## config.mk

```make
export PLATFORM = sky130hd
export DESIGN_NAME = lmem_stream_reader
export DESIGN_NICKNAME = d
export VERILOG_FILES = /design/src/rtl/lmem_stream_reader_pkg.sv /design/src/rtl/lmem_rd_fifo.sv /design/src/rtl/lmem_stream_reader.sv
export SDC_FILE = /design/constraint.sdc
export NUM_CORES = 1
export LEC_CHECK = 0
export CAP_MARGIN = 10
export CORE_UTILIZATION = 45
export CTS_CLUSTER_DIAMETER = 50
export DETAILED_ROUTE_END_ITERATION = 16
export GPL_TIMING_DRIVEN = 0
export PLACE_DENSITY = 0.77
export SLEW_MARGIN = 0
export SYNTH_ARGS = -nofsm -noshare
export SYNTH_HDL_FRONTEND = slang
export SYNTH_HIERARCHICAL = 1
export SYNTH_SLANG_ARGS = --single-unit
```

## constraint.sdc

```tcl
create_clock -name i_clk -period 6.4 [get_ports i_clk]
set_input_delay 0.64 -clock i_clk [delete_from_list [all_inputs] [get_ports i_clk]]
set_output_delay 0.64 -clock i_clk [all_outputs]
set_load 0.01 [all_outputs]
```

## src/rtl/lmem_stream_reader_pkg.sv

```systemverilog
// Shared types for the LMEM stream reader: FSM state encoding and FIFO sizing helper.
// States keep the 2-bit IDLE/ISSUE/DRAIN/DONE encoding used by the other LMEM wrappers.
package lmem_stream_reader_pkg;

  typedef enum logic [1:0] {
    ST_IDLE  = 2'd0,
    ST_ISSUE = 2'd1,
    ST_DRAIN = 2'd2,
    ST_DONE  = 2'd3
  } state_t;

  // Width of an occupancy counter that must represent 0..depth inclusive.
  function automatic int cnt_width(input int depth);
    return $clog2(depth) + 1;
  endfunction

endpackage

```

## src/rtl/lmem_rd_fifo.sv

```systemverilog
// Output skid FIFO for LMEM reads: registered storage, show-ahead head, 1-cycle push-to-head latency.
// Pop is ignored when empty; push is refused when full unless a pop frees the slot in the same cycle.
module lmem_rd_fifo #(
  parameter int DATA_WIDTH = 18,
  parameter int FIFO_DEPTH = 4
) (
  input  logic                          i_clk,
  input  logic                          i_rst,
  input  logic                          i_push,
  input  logic                          i_pop,
  input  logic [DATA_WIDTH-1:0]         i_din,
  output logic [DATA_WIDTH-1:0]         o_dout,
  output logic [$clog2(FIFO_DEPTH):0]   o_count,
  output logic                          o_empty
);

  localparam int PTR_W = $clog2(FIFO_DEPTH);

  logic [DATA_WIDTH-1:0] r_mem [FIFO_DEPTH];
  logic [PTR_W-1:0]      r_wr_ptr;
  logic [PTR_W-1:0]      r_rd_ptr;
  logic [PTR_W:0]        r_count;
  logic                  w_full;
  logic                  w_do_push;
  logic                  w_do_pop;

  assign w_full    = (r_count == (PTR_W+1)'(FIFO_DEPTH));
  assign o_empty   = (r_count == '0);
  assign w_do_pop  = i_pop && !o_empty;
  assign w_do_push = i_push && (!w_full || w_do_pop);
  assign o_dout    = r_mem[r_rd_ptr];
  assign o_count   = r_count;

  always_ff @(posedge i_clk) begin
    if (i_rst) begin
      r_wr_ptr <= '0;
      r_rd_ptr <= '0;
      r_count  <= '0;
      for (int i = 0; i < FIFO_DEPTH; i++) begin
        r_mem[i] <= '0;
      end
    end else begin
      if (w_do_push) begin
        r_mem[r_wr_ptr] <= i_din;
        r_wr_ptr        <= r_wr_ptr + 1'b1;
      end
      if (w_do_pop) begin
        r_rd_ptr <= r_rd_ptr + 1'b1;
      end
      case ({w_do_push, w_do_pop})
        2'b10:   r_count <= r_count + 1'b1;
        2'b01:   r_count <= r_count - 1'b1;
        default: r_count <= r_count;
      endcase
    end
  end

endmodule

```

## src/rtl/lmem_stream_reader.sv

```systemverilog
// Streams LEN words from LMEM[BASE..] to a valid/ready port; first word 3 cycles after start, then 1/cycle.
// Backpressure: reads are issued only while FIFO occupancy plus in-flight reads leaves room, so nothing drops.
module lmem_stream_reader
  import lmem_stream_reader_pkg::*;
#(
  parameter int DATA_WIDTH = 18,
  parameter int ADDR_WIDTH = 8,
  parameter int FIFO_DEPTH = 4
) (
  input  logic                  i_clk,
  input  logic                  i_rst,
  input  logic                  i_start,
  input  logic [ADDR_WIDTH-1:0] i_base_addr,
  input  logic [ADDR_WIDTH:0]   i_length,
  output logic                  o_busy,
  output logic                  o_done,
  output logic [ADDR_WIDTH-1:0] o_mem_addr,
  input  logic [DATA_WIDTH-1:0] i_mem_q,
  output logic [DATA_WIDTH-1:0] o_out_data,
  output logic                  o_out_valid,
  input  logic                  i_out_ready
);

  localparam int CW = cnt_width(FIFO_DEPTH);
  localparam int PW = CW + 1;

  state_t                r_state;
  logic                  r_busy;
  logic                  r_done;
  logic [ADDR_WIDTH-1:0] r_mem_addr;
  logic [ADDR_WIDTH:0]   r_remaining;
  logic [ADDR_WIDTH:0]   r_words_left;
  logic                  r_issue_vld;
  logic                  r_tag;

  logic [CW-1:0]         w_count;
  logic                  w_empty;
  logic                  w_pop;
  logic [PW-1:0]         w_pending;
  logic                  w_gate;
  logic [DATA_WIDTH-1:0] w_dout;

  // In-flight reads: one on the address bus (r_issue_vld), one on mem_q (r_tag).
  assign w_pending = PW'(w_count) + PW'(r_issue_vld) + PW'(r_tag);
  assign w_gate    = (w_pending < PW'(FIFO_DEPTH));
  assign w_pop     = !w_empty && i_out_ready;

  assign o_busy      = r_busy;
  assign o_done      = r_done;
  assign o_mem_addr  = r_mem_addr;
  assign o_out_valid = !w_empty;
  assign o_out_data  = w_dout;

  lmem_rd_fifo #(
    .DATA_WIDTH (DATA_WIDTH),
    .FIFO_DEPTH (FIFO_DEPTH)
  ) u_fifo (
    .i_clk   (i_clk),
    .i_rst   (i_rst),
    .i_push  (r_tag),
    .i_pop   (w_pop),
    .i_din   (i_mem_q),
    .o_dout  (w_dout),
    .o_count (w_count),
    .o_empty (w_empty)
  );

  always_ff @(posedge i_clk) begin
    if (i_rst) begin
      r_state      <= ST_IDLE;
      r_busy       <= 1'b0;
      r_done       <= 1'b0;
      r_mem_addr   <= '0;
      r_remaining  <= '0;
      r_words_left <= '0;
      r_issue_vld  <= 1'b0;
      r_tag        <= 1'b0;
    end else begin
      r_tag  <= r_issue_vld;
      r_done <= 1'b0;
      if (w_pop && (r_words_left != '0)) begin
        r_words_left <= r_words_left - 1'b1;
      end
      case (r_state)
        ST_IDLE: begin
          r_issue_vld <= 1'b0;
          if (i_start) begin
            if (i_length == '0) begin
              r_state <= ST_DONE;
              r_done  <= 1'b1;
            end else begin
              // The accepting edge also issues the first read.
              r_mem_addr   <= i_base_addr;
              r_issue_vld  <= 1'b1;
              r_remaining  <= i_length - 1'b1;
              r_words_left <= i_length;
              r_busy       <= 1'b1;
              r_state      <= (i_length == (ADDR_WIDTH+1)'(1)) ? ST_DRAIN : ST_ISSUE;
            end
          end
        end
        ST_ISSUE: begin
          if (w_gate) begin
            r_mem_addr  <= r_mem_addr + 1'b1;
            r_issue_vld <= 1'b1;
            r_remaining <= r_remaining - 1'b1;
            if (r_remaining == (ADDR_WIDTH+1)'(1)) begin
              r_state <= ST_DRAIN;
            end
          end else begin
            r_issue_vld <= 1'b0;
          end
        end
        ST_DRAIN: begin
          r_issue_vld <= 1'b0;
          if (w_pop && (r_words_left == (ADDR_WIDTH+1)'(1))) begin
            r_state <= ST_DONE;
            r_done  <= 1'b1;
            r_busy  <= 1'b0;
          end
        end
        default: begin
          r_issue_vld <= 1'b0;
          r_state     <= ST_IDLE;
        end
      endcase
    end
  end

endmodule

```

* Yosys cells after proc, flatten, opt, wreduce, memory -nomap -nowiden
Memories as Yosys holds them, arrays and structs flattened. A register that Yosys moved wholly into a read port is not among the register bits.
Index checks and enable logic that the tools add are counted.
** Storage, ports and cells
- Word-level logic and storage cells :: 97
- Bits in registers :: 39
- Bits in writable memories :: 72
- Input bits :: 39
- Output and inout port bits :: 29
- Memories kept :: 1
** Memory list
- u_fifo.r_mem :: depth 4, bits a word 18, rd ports 1, clocked after memory_dff 1, write ports 4, RTL line lmem_rd_fifo.sv:19 : logic [DATA_WIDTH-1:0] r_mem [FIFO_DEPTH];
** Cells by class
- $lt $le $gt $ge :: 1
- Reduce and logical (&&, ||, !) cells :: 19
- $add $sub $neg :: 10
- Equal/unequal tests :: 13
- Muxes and demuxes :: 42
** Operator list (number)
- 2-to-1 mux 9 bit :: 7
- equality test 9 x 1 -> 1 bit, second input constant :: 3
- subtractor 9 x 1 -> 9 bit, second input constant :: 3
- 2-to-1 mux 8 bit :: 3
- 2-to-1 mux 18 bit :: 1
- 2-to-1 mux 2 bit :: 9
- case mux 9 bit (2 select lines) :: 1
- OR reduction 18 bit :: 1
- case mux 8 bit (2 select lines) :: 1
- 2-to-1 mux 1 bit :: 15
- AND reduction 4 bit :: 3
- != test 2 bit, second input constant :: 5
- zero test 9 bit :: 1
- nonzero test 9 bit :: 1
- adder 8 x 1 -> 8 bit, second input constant :: 1
- case mux 1 bit (2 select lines) :: 3
- case mux 2 bit (3 select lines) :: 1
- case mux 3 bit (2 select lines) :: 1
- nonzero test 2 bit :: 3
- logical AND 1 bit :: 5
- adder 2 x 1 -> 2 bit, second input constant :: 2
- adder 3 x 1 -> 4 bit :: 1
- adder 4 x 1 -> 4 bit :: 1
- equality test 2 x 1 -> 1 bit, second input constant :: 2
- other kinds (9) :: 11

* Logic depth before layout (Yosys ltp)
Gate-level depths: netlist (run 1).
- Word-level depth :: 11
- Depth in mapped cells :: 11
- Gate-level depth less buffers :: 11

* By module
The synthesis (run 1) kept the hierarchy.
** Modules (own cells, without submodules)
- lmem_rd_fifo :: instances 1, cells each 224, area each 3603.5 µm²
- lmem_stream_reader :: instances 1, cells each 278, area each 2130.8 µm²

* Least setup slack after synthesis (run 1)
Ideal clock, no wire load.
- Path kind :: register to register
- Start :: register u_fifo.r_count[1], in the netlist u_fifo/o_count[1]
- End :: memory u_fifo.r_mem[2][0], enable pin
- Buffers on the path :: 0
- Library setup time :: 418 ps
- Data required time :: 5982 ps
- Setup slack :: 3304 ps
- Data arrival time :: 2678 ps
- Cell stages (with the launch flop) :: 7
- Path through :: dfxtp_1 nor3_1 nand2b_1 inv_1 nor4b_4 or2b_2 o21ai_0
** RTL lines
- from (decl) :: RTL line lmem_rd_fifo.sv:22 : logic [PTR_W:0] r_count;
- from (signal assigned) :: RTL line lmem_rd_fifo.sv:51 : 2'b10: r_count <= r_count + 1'b1;
- from (signal assigned) :: RTL line lmem_rd_fifo.sv:52 : 2'b01: r_count <= r_count - 1'b1;
- from (signal assigned) :: RTL line lmem_rd_fifo.sv:53 : default: r_count <= r_count;
- to (decl) :: RTL line lmem_rd_fifo.sv:19

* Worst setup path in the final report (run 1)
- Start :: register u_fifo.r_count[2], in the netlist u_fifo/o_count[2]
- End :: register u_fifo.r_count[2], in the netlist u_fifo/o_count[2]
** Between the ends
- Cells in the longest elaborated chain, start to end :: 8
** Ends and longest elaborated chain
- zero test 3 bit * :: RTL line lmem_rd_fifo.sv:28 : assign o_empty = (r_count == '0);
- net w_empty :: RTL line lmem_stream_reader.sv:37 : logic w_empty;
- zero test 1 bit * :: RTL line lmem_stream_reader.sv:46 : assign w_pop = !w_empty && i_out_ready;
- logical AND 1 bit * :: RTL line lmem_stream_reader.sv:46
- net w_pop :: RTL line lmem_stream_reader.sv:38 : logic w_pop;
- logical AND 1 bit * :: RTL line lmem_rd_fifo.sv:29 : assign w_do_pop = i_pop && !o_empty;
- logical OR 1 bit :: RTL line lmem_rd_fifo.sv:30 : assign w_do_push = i_push && (!w_full || w_do_pop);
- logical AND 1 bit :: RTL line lmem_rd_fifo.sv:30
- equality test 2 x 1 -> 1 bit or equality test 2 bit (tied branches) :: RTL line lmem_rd_fifo.sv:50 : case ({w_do_push, w_do_pop})
- case mux 3 bit (2 select lines) or nonzero test 2 bit (tied branches)
The timed path passes the listed nets; every way through them passes the cells marked *.
A chain may end at the register's enable or synchronous reset.

==> reports/results.ini, run 1 <==
[run_status]
outcome = completed

[pwr]
p_sw_uw = 850.2
irDropWorstVdd_mv = 0.2818
p_per_area_mw_per_mm2 = 367.3
power_frac_seq = 0.369
p_leak_nw = 2.627
power.internal_mw = 1.815
pwr-share-clk = 0.354
combPwrFrac = 0.276
switching_share = 0.3190

[flow_run]
drv_cap = 0

[yosys]
synth.top_cell.area_share = 0.3770
synth_cells = 502
synth_seq_cells = 113
synthFlopType = edfxtp_1
ys_types = 62
ys_warn_count = 6
synth_largest_area_cell = edfxtp_1
synth_edf_count = 72
async_flop_share = 0
syn-num-nets = 556
synthTopCellsByCount = 72 x and2_1, 72 x edfxtp_1, 41 x dfxtp_1
synth_area_per_cell_um2 = 11.42
syn-cell-area_mm2 = 0.005734
synth_area_leaders = edfxtp_1 38%, dfxtp_1 14%, and2_1 7.9%
yosysSeqAreaShare = 0.5202

[global_route]
grt_max_degree = 19
grt_use_total = 0.2093
antenna_found_initial = 0
overflow = 0
grt_pass1_vias = 4159
grt_pass1_wl_mm = 20.71

[clock_network]
numCtsBuffers = 17
cts_tree = done
ctsHoldBuffers = 0
postCtsSetupBuffers = 0
cts_resized = 0
clkLatencyLatePin_ns = 0.42
clockRootBuffer = clkbuf_16
path_clk_slew_ns = 0.06
h-tree-depth = 4
cts_sinks = 113
ctsLongestPathBuffers = 2

[final_layout]
n_fill_cell = 1022
final_cells = 771
drive_gt1_frac = 0.1144
syn2layout_area_growth_pct = 26.53
diodes = 0
layout.nets = 644

[route]
drtPass1Iterations = 5
route.final.wire_length_mm = 12.80
drtIter0Drc = 196
postRouteAntennaNets = 0
drc = 0
wl_per_cell_um = 16.60
viasPerCell = 5.493
vias = 4235

[timing]
slew_headroom = 0.3886
finalHoldViolCount = 0
max_clock_freq_ghz = 0.2863
worstMarginPinSlew_ns = 0.9171
setup_viol = 0
drv_slew = 0
post-route-period-util = 0.5458
skew_ns = 0.01566
setup-tns-final_ns = 0
min_period_ns = 3.493
rsz0062_at_grt = false

[die]
dieArea_mm2 = 0.01320
dieWidth_um = 114.9
die_h_um = 114.9
coreArea_mm2 = 0.01221
rows = 40
io-pin-count = 68
start_util = 0.4696

[worst_setup_path]
endpoint_kind = register
cp.required_ns = 6.75
r2r_start = u_fifo/o_count[2]
reg2reg_to = u_fifo/o_count[2]
rrSetupSlack_ns = 2.91
crit_fanout = 7
crit_end = u_fifo/o_count[2]
critPathLaunch = u_fifo/o_count[2]
rr_worst_depth = 11
critPathArrivalTime_ns = 3.84
cp-start-kind = register
crit_type = register to register

[min_path]
hp-start = r_remaining[1]
hold_class = register to register

[place]
dp_cells = 739
gp_congestion = 0.8533
dp_hpwl_mm = 8.827
port_buffers = 67

## power by group through the flow
stage	Sequential [mW]	Clock, mW	Combinational, mW
2_1_floorplan	0.980	0	0.485
3_3_place_gp	0.989	0	0.701
3_5_place_dp	0.995	0	0.727
4_1_cts	0.982	0.958	0.732
5_1_grt	1.00	0.993	0.817
6_report	0.984	0.944	0.736
## worst min-delay path by stage
| stage | to | slack, ns | cells after the start |
|---|---|---|---|
| final | r_remaining[1] | 0.48 | 2 |
| after global routing | r_tag | 0.50 | 1 |
| after CTS | r_tag | 0.48 | 1 |
| after detailed placement | r_tag | 0.47 | 1 |
| after global placement | r_remaining[1] | 0.46 | 2 |
| after floorplan | r_remaining[1] | 0.44 | 2 |
## state kept, by name (all words and copies together) (netlist names), 2 cells and up, named ones only
name             count
u_fifo/r_wr_ptr      2
r_remaining          9
u_fifo/r_rd_ptr      2
u_fifo/r_mem        72
o_mem_addr           8
r_state              2
r_words_left         9
u_fifo/o_count       3
## final cells by class
class	count	area, um2	share of cell area
well taps	168	210.2	0.02897
clock buffers	18	429.2	0.05915
flip-flops and latches	113	2983	0.4111
multi-input cells	345	2577	0.3552
clock inverters	14	163.9	0.02259
plain buffers	21	105.1	0.01449
repair buffers	69	700.7	0.09657
inverters	23	86.33	0.01190
## through the flow
step                      cell area, um2  power (mW)  hold slack, ns  worst slack [ns]    util
after detailed placement            6663       1.722          0.4731             2.752  0.5456
after global placement              6615       1.690          0.4612             1.831  0.5417
after CTS                           7256       2.671          0.4801             2.829  0.5942
after global routing                7256       2.810          0.4988             2.599  0.5942
after floorplan                     5734       1.465          0.4450             3.304       -
final                               7256       2.665          0.4775             2.907  0.5942
## critical path, cell delays in order, from the launching register on
cell	delay (ns)
dfxtp_1	0.37
nor3_1	0.48
nand2b_1	0.25
inv_1	0.14
nor4b_4	0.68
or2b_2	0.28
ha_1	0.20
inv_1	0.06
fa_1	0.37
xor2_1	0.15
or3_1	0.30
a21oi_1	0.14
## layer usage
metal,track usage,vias up,wire [um]
met1,0.2468,2044,5572
met5,0,-,0
met3,0.06747,15,676
li1,-,2030,-
met4,0.06580,0,133
met2,0.3627,146,6416
## layout by cell type, fill, tap and decap left out, types with 7 or more instances in the layout
cell type         n
nor2_1           33
o21ai_1           7
o21ai_0          10
a21oi_1          32
clkbuf_16        17
xor2_1            7
and2_1           72
mux4_2           18
nand2_1          24
clkdlybuf4s50_1  67
nand3_1          13
clkbuf_1         15
edfxtp_1         72
ha_1             14
dfxtp_1          41
a211oi_1          8
nand2b_1          8
nor3_1           16
inv_1            22
## cell families (layout without fill, tap and decap cells)
logic type | Yosys count | in the layout | share of synthesized area
buf+inv | 44 | 145 | 0.03338
simple gates | 199 | 199 | 0.2049
mux | 24 | 24 | 0.08204
fa+ha+maj | 15 | 15 | 0.03404
flops | 113 | 113 | 0.5202
compound gates | 95 | 95 | 0.1071
xor+xnor | 12 | 12 | 0.01833
Note: power is estimated with default switching activity, not from simulation.
==> inputs of run 2 (changes only) <==
Settings changed: PLACE_DENSITY 0.77 to 0.79.
Clock period 6.4 ns to 2.91 ns, I/O delays scaled along.
==> reports/results.ini, run 2 (same netlist as run 1, synthesis figures left out) <==
[place]
dp_hpwl_mm = 8.988  ; +1.8%
dp_slack_ns = -0.3774  ; -3.130 ns
placed_cell_area_mm2 = 0.006698  ; +0.53%
gp_congestion = 0.8992  ; +5.4%
port_buffers = 67  ; unchanged

[die]
io-pin-count = 68  ; unchanged
rows = 40  ; unchanged
dieArea_mm2 = 0.01320  ; unchanged
die_h_um = 114.9  ; unchanged
start_util = 0.4696  ; unchanged
coreArea_mm2 = 0.01221  ; unchanged
dieWidth_um = 114.9  ; unchanged

[clock_network]
cts_tree = done
numCtsBuffers = 17  ; unchanged
ctsLongestPathBuffers = 2  ; unchanged
clockRootBuffer = clkbuf_16
h-tree-depth = 4  ; unchanged
path_clk_slew_ns = 0.05  ; about the same
clkLatencyLatePin_ns = 0.41  ; about the same
cts_sinks = 113  ; unchanged

[worst_setup_path]
critPathBufInv = 3  ; +1
crit_type = register to output port
rrSetupSlack_ns = 0.19  ; -2.72 ns
max_stage_delay_ns = 0.56  ; -0.12 ns
crit_end = o_out_data[10]
rr_worst_depth = 7  ; -4
critPathArrivalTime_ns = 2.45  ; -1.39 ns
reg2reg_to = u_fifo/r_mem[0][11]
crit_slowest_cell = mux4_2
endpoint_kind = output port
path_cells = buf_2 > buf_2 > mux4_2 > clkdlybuf4s50_1
crit_fanout = 10  ; +3
cp.depth = 4  ; -7
cp-start-kind = register
cpLargestDelayFamily = buffers and inverters
crit_path_frequent_cell = buf_2
r2r_start = u_fifo/o_count[1]
cp.required_ns = 2.62  ; -4.13 ns

[final_layout]
final_area_mm2 = 0.007277  ; +0.29%
syn2layout_area_growth_pct = 26.90
final_util = 0.5959  ; +0.001742
largest_reg_flops = 72  ; unchanged
reg_top3 = u_fifo/r_mem: 72 flops, r_remaining: 9 flops, r_words_left: 9 flops
layout.nets = 645  ; +0.16%
final_cell_mix = 72 x and2_1, 72 x edfxtp_1, 67 x clkdlybuf4s50_1
diodes = 0  ; unchanged
drive_gt1_frac = 0.1258  ; +0.01140
n_fill_cell = 990  ; -3.1%
regMostFlops = u_fifo/r_mem

[min_path]
worstHoldPathCells = 2  ; unchanged
hold_class = register to register

[route]
drc = 0  ; unchanged
drtIter0Drc = 339  ; +73%
route.final.wire_length_mm = 12.98  ; +1.4%
wl_per_cell_um = 16.81  ; +1.2%
vias = 4318  ; +2.0%
viasPerCell = 5.593  ; +1.8%
drtPass1Iterations = 5  ; unchanged
postRouteAntennaNets = 0  ; unchanged

[global_route]
grt_max_degree = 19  ; unchanged
grt_pass1_vias = 4324  ; +4.0%
grt_pass1_wl_mm = 20.94  ; +1.1%
grt_use_total = 0.2094  ; about the same
overflow = 0  ; unchanged
antenna_found_initial = 0  ; unchanged

[run_status]
outcome = completed

[timing]
worstMarginPinSlew_ns = 0.8643  ; -0.05276 ns
setup_viol = 0  ; unchanged
max_clock_freq_ghz = 0.3648
slew_headroom = 0.4238  ; +0.03517
setup_ws_ns = 0.1686  ; -2.739 ns
rsz0062_at_grt = false
post-route-period-util = 0.9421
finalHoldViolCount = 0  ; unchanged
skew_ns = 0.006579  ; -0.009085 ns
whs_ns = 0.4828  ; +0.005261 ns
min_period_ns = 2.741
drv_slew = 0  ; unchanged

[pwr]
p_leak_nw = 2.653  ; +0.96%
irDropWorstVdd_mv = 0.6021  ; +110%
p_per_area_mw_per_mm2 = 797.6  ; +120%

[flow_run]
drv_cap = 0  ; unchanged

## run 2: final cells by class
class	instances	area (um2)	share of cell area
Clock inverter	13	137.6	0.01891
Inverter	23	86.33	0.01186
Tap cell	168	210.2	0.02889
Buffer	21	106.4	0.01461
Sequential cell	113	2984	0.4101
Multi-Input combinational cell	345	2599	0.3571
Clock buffer	19	432.9	0.05949
Timing Repair Buffer	70	720.7	0.09904
## run 2: metal layers
metal,track usage,share of wire,vias up
li1,-,-,2035
met1,0.2490,0.41,2098
met2,0.3622,0.51,171
met3,0.05640,0.063,14
met4,0.08052,0.0088,0
met5,0,0,-
## run 2: power by group
part           switching (mW)  internal, mW
Combinational           0.920         0.720
Clock                   0.740          1.26
Sequential              0.222          1.94
## run 2: timing repair
action,4_1_cts,5_1_grt
hold buffers,0,0
gates resized for setup,1,0
buffers inserted,1,0
setup endpoints to repair,3,0
## run 2: worst min-delay path: cells and delay by family (launching register included)
| family | cells | cell delay [ns] |
|---|---|---|
| and+or+nand+nor | 1 | 0.06 |
| DFF | 1 | 0.32 |
| AOI/OAI and AO/OA | 1 | 0.05 |
## run 2: how the worst min path moves through the flow
stage	to	start	slack [ns]
after detailed placement	r_remaining[1]	r_remaining[1]	0.47
after floorplan	r_words_left[1]	i_length[1]	0.43
after CTS	r_remaining[8]	r_remaining[8]	0.48
final	r_remaining[1]	r_remaining[1]	0.48
after global placement	r_remaining[1]	r_remaining[1]	0.46
after global routing	r_tag	r_issue_vld	0.51
## run 2: through the flow
stage | power (mW) | setup TNS, ns | instances
after floorplan | 3.233 | 0 | 502
after global placement | 3.717 | -26.87 | 737
after detailed placement | 3.802 | -0.5488 | 739
after CTS | 5.810 | 0 | 772
after global routing | 6.101 | 0 | 772
final | 5.804 | 0 | 772
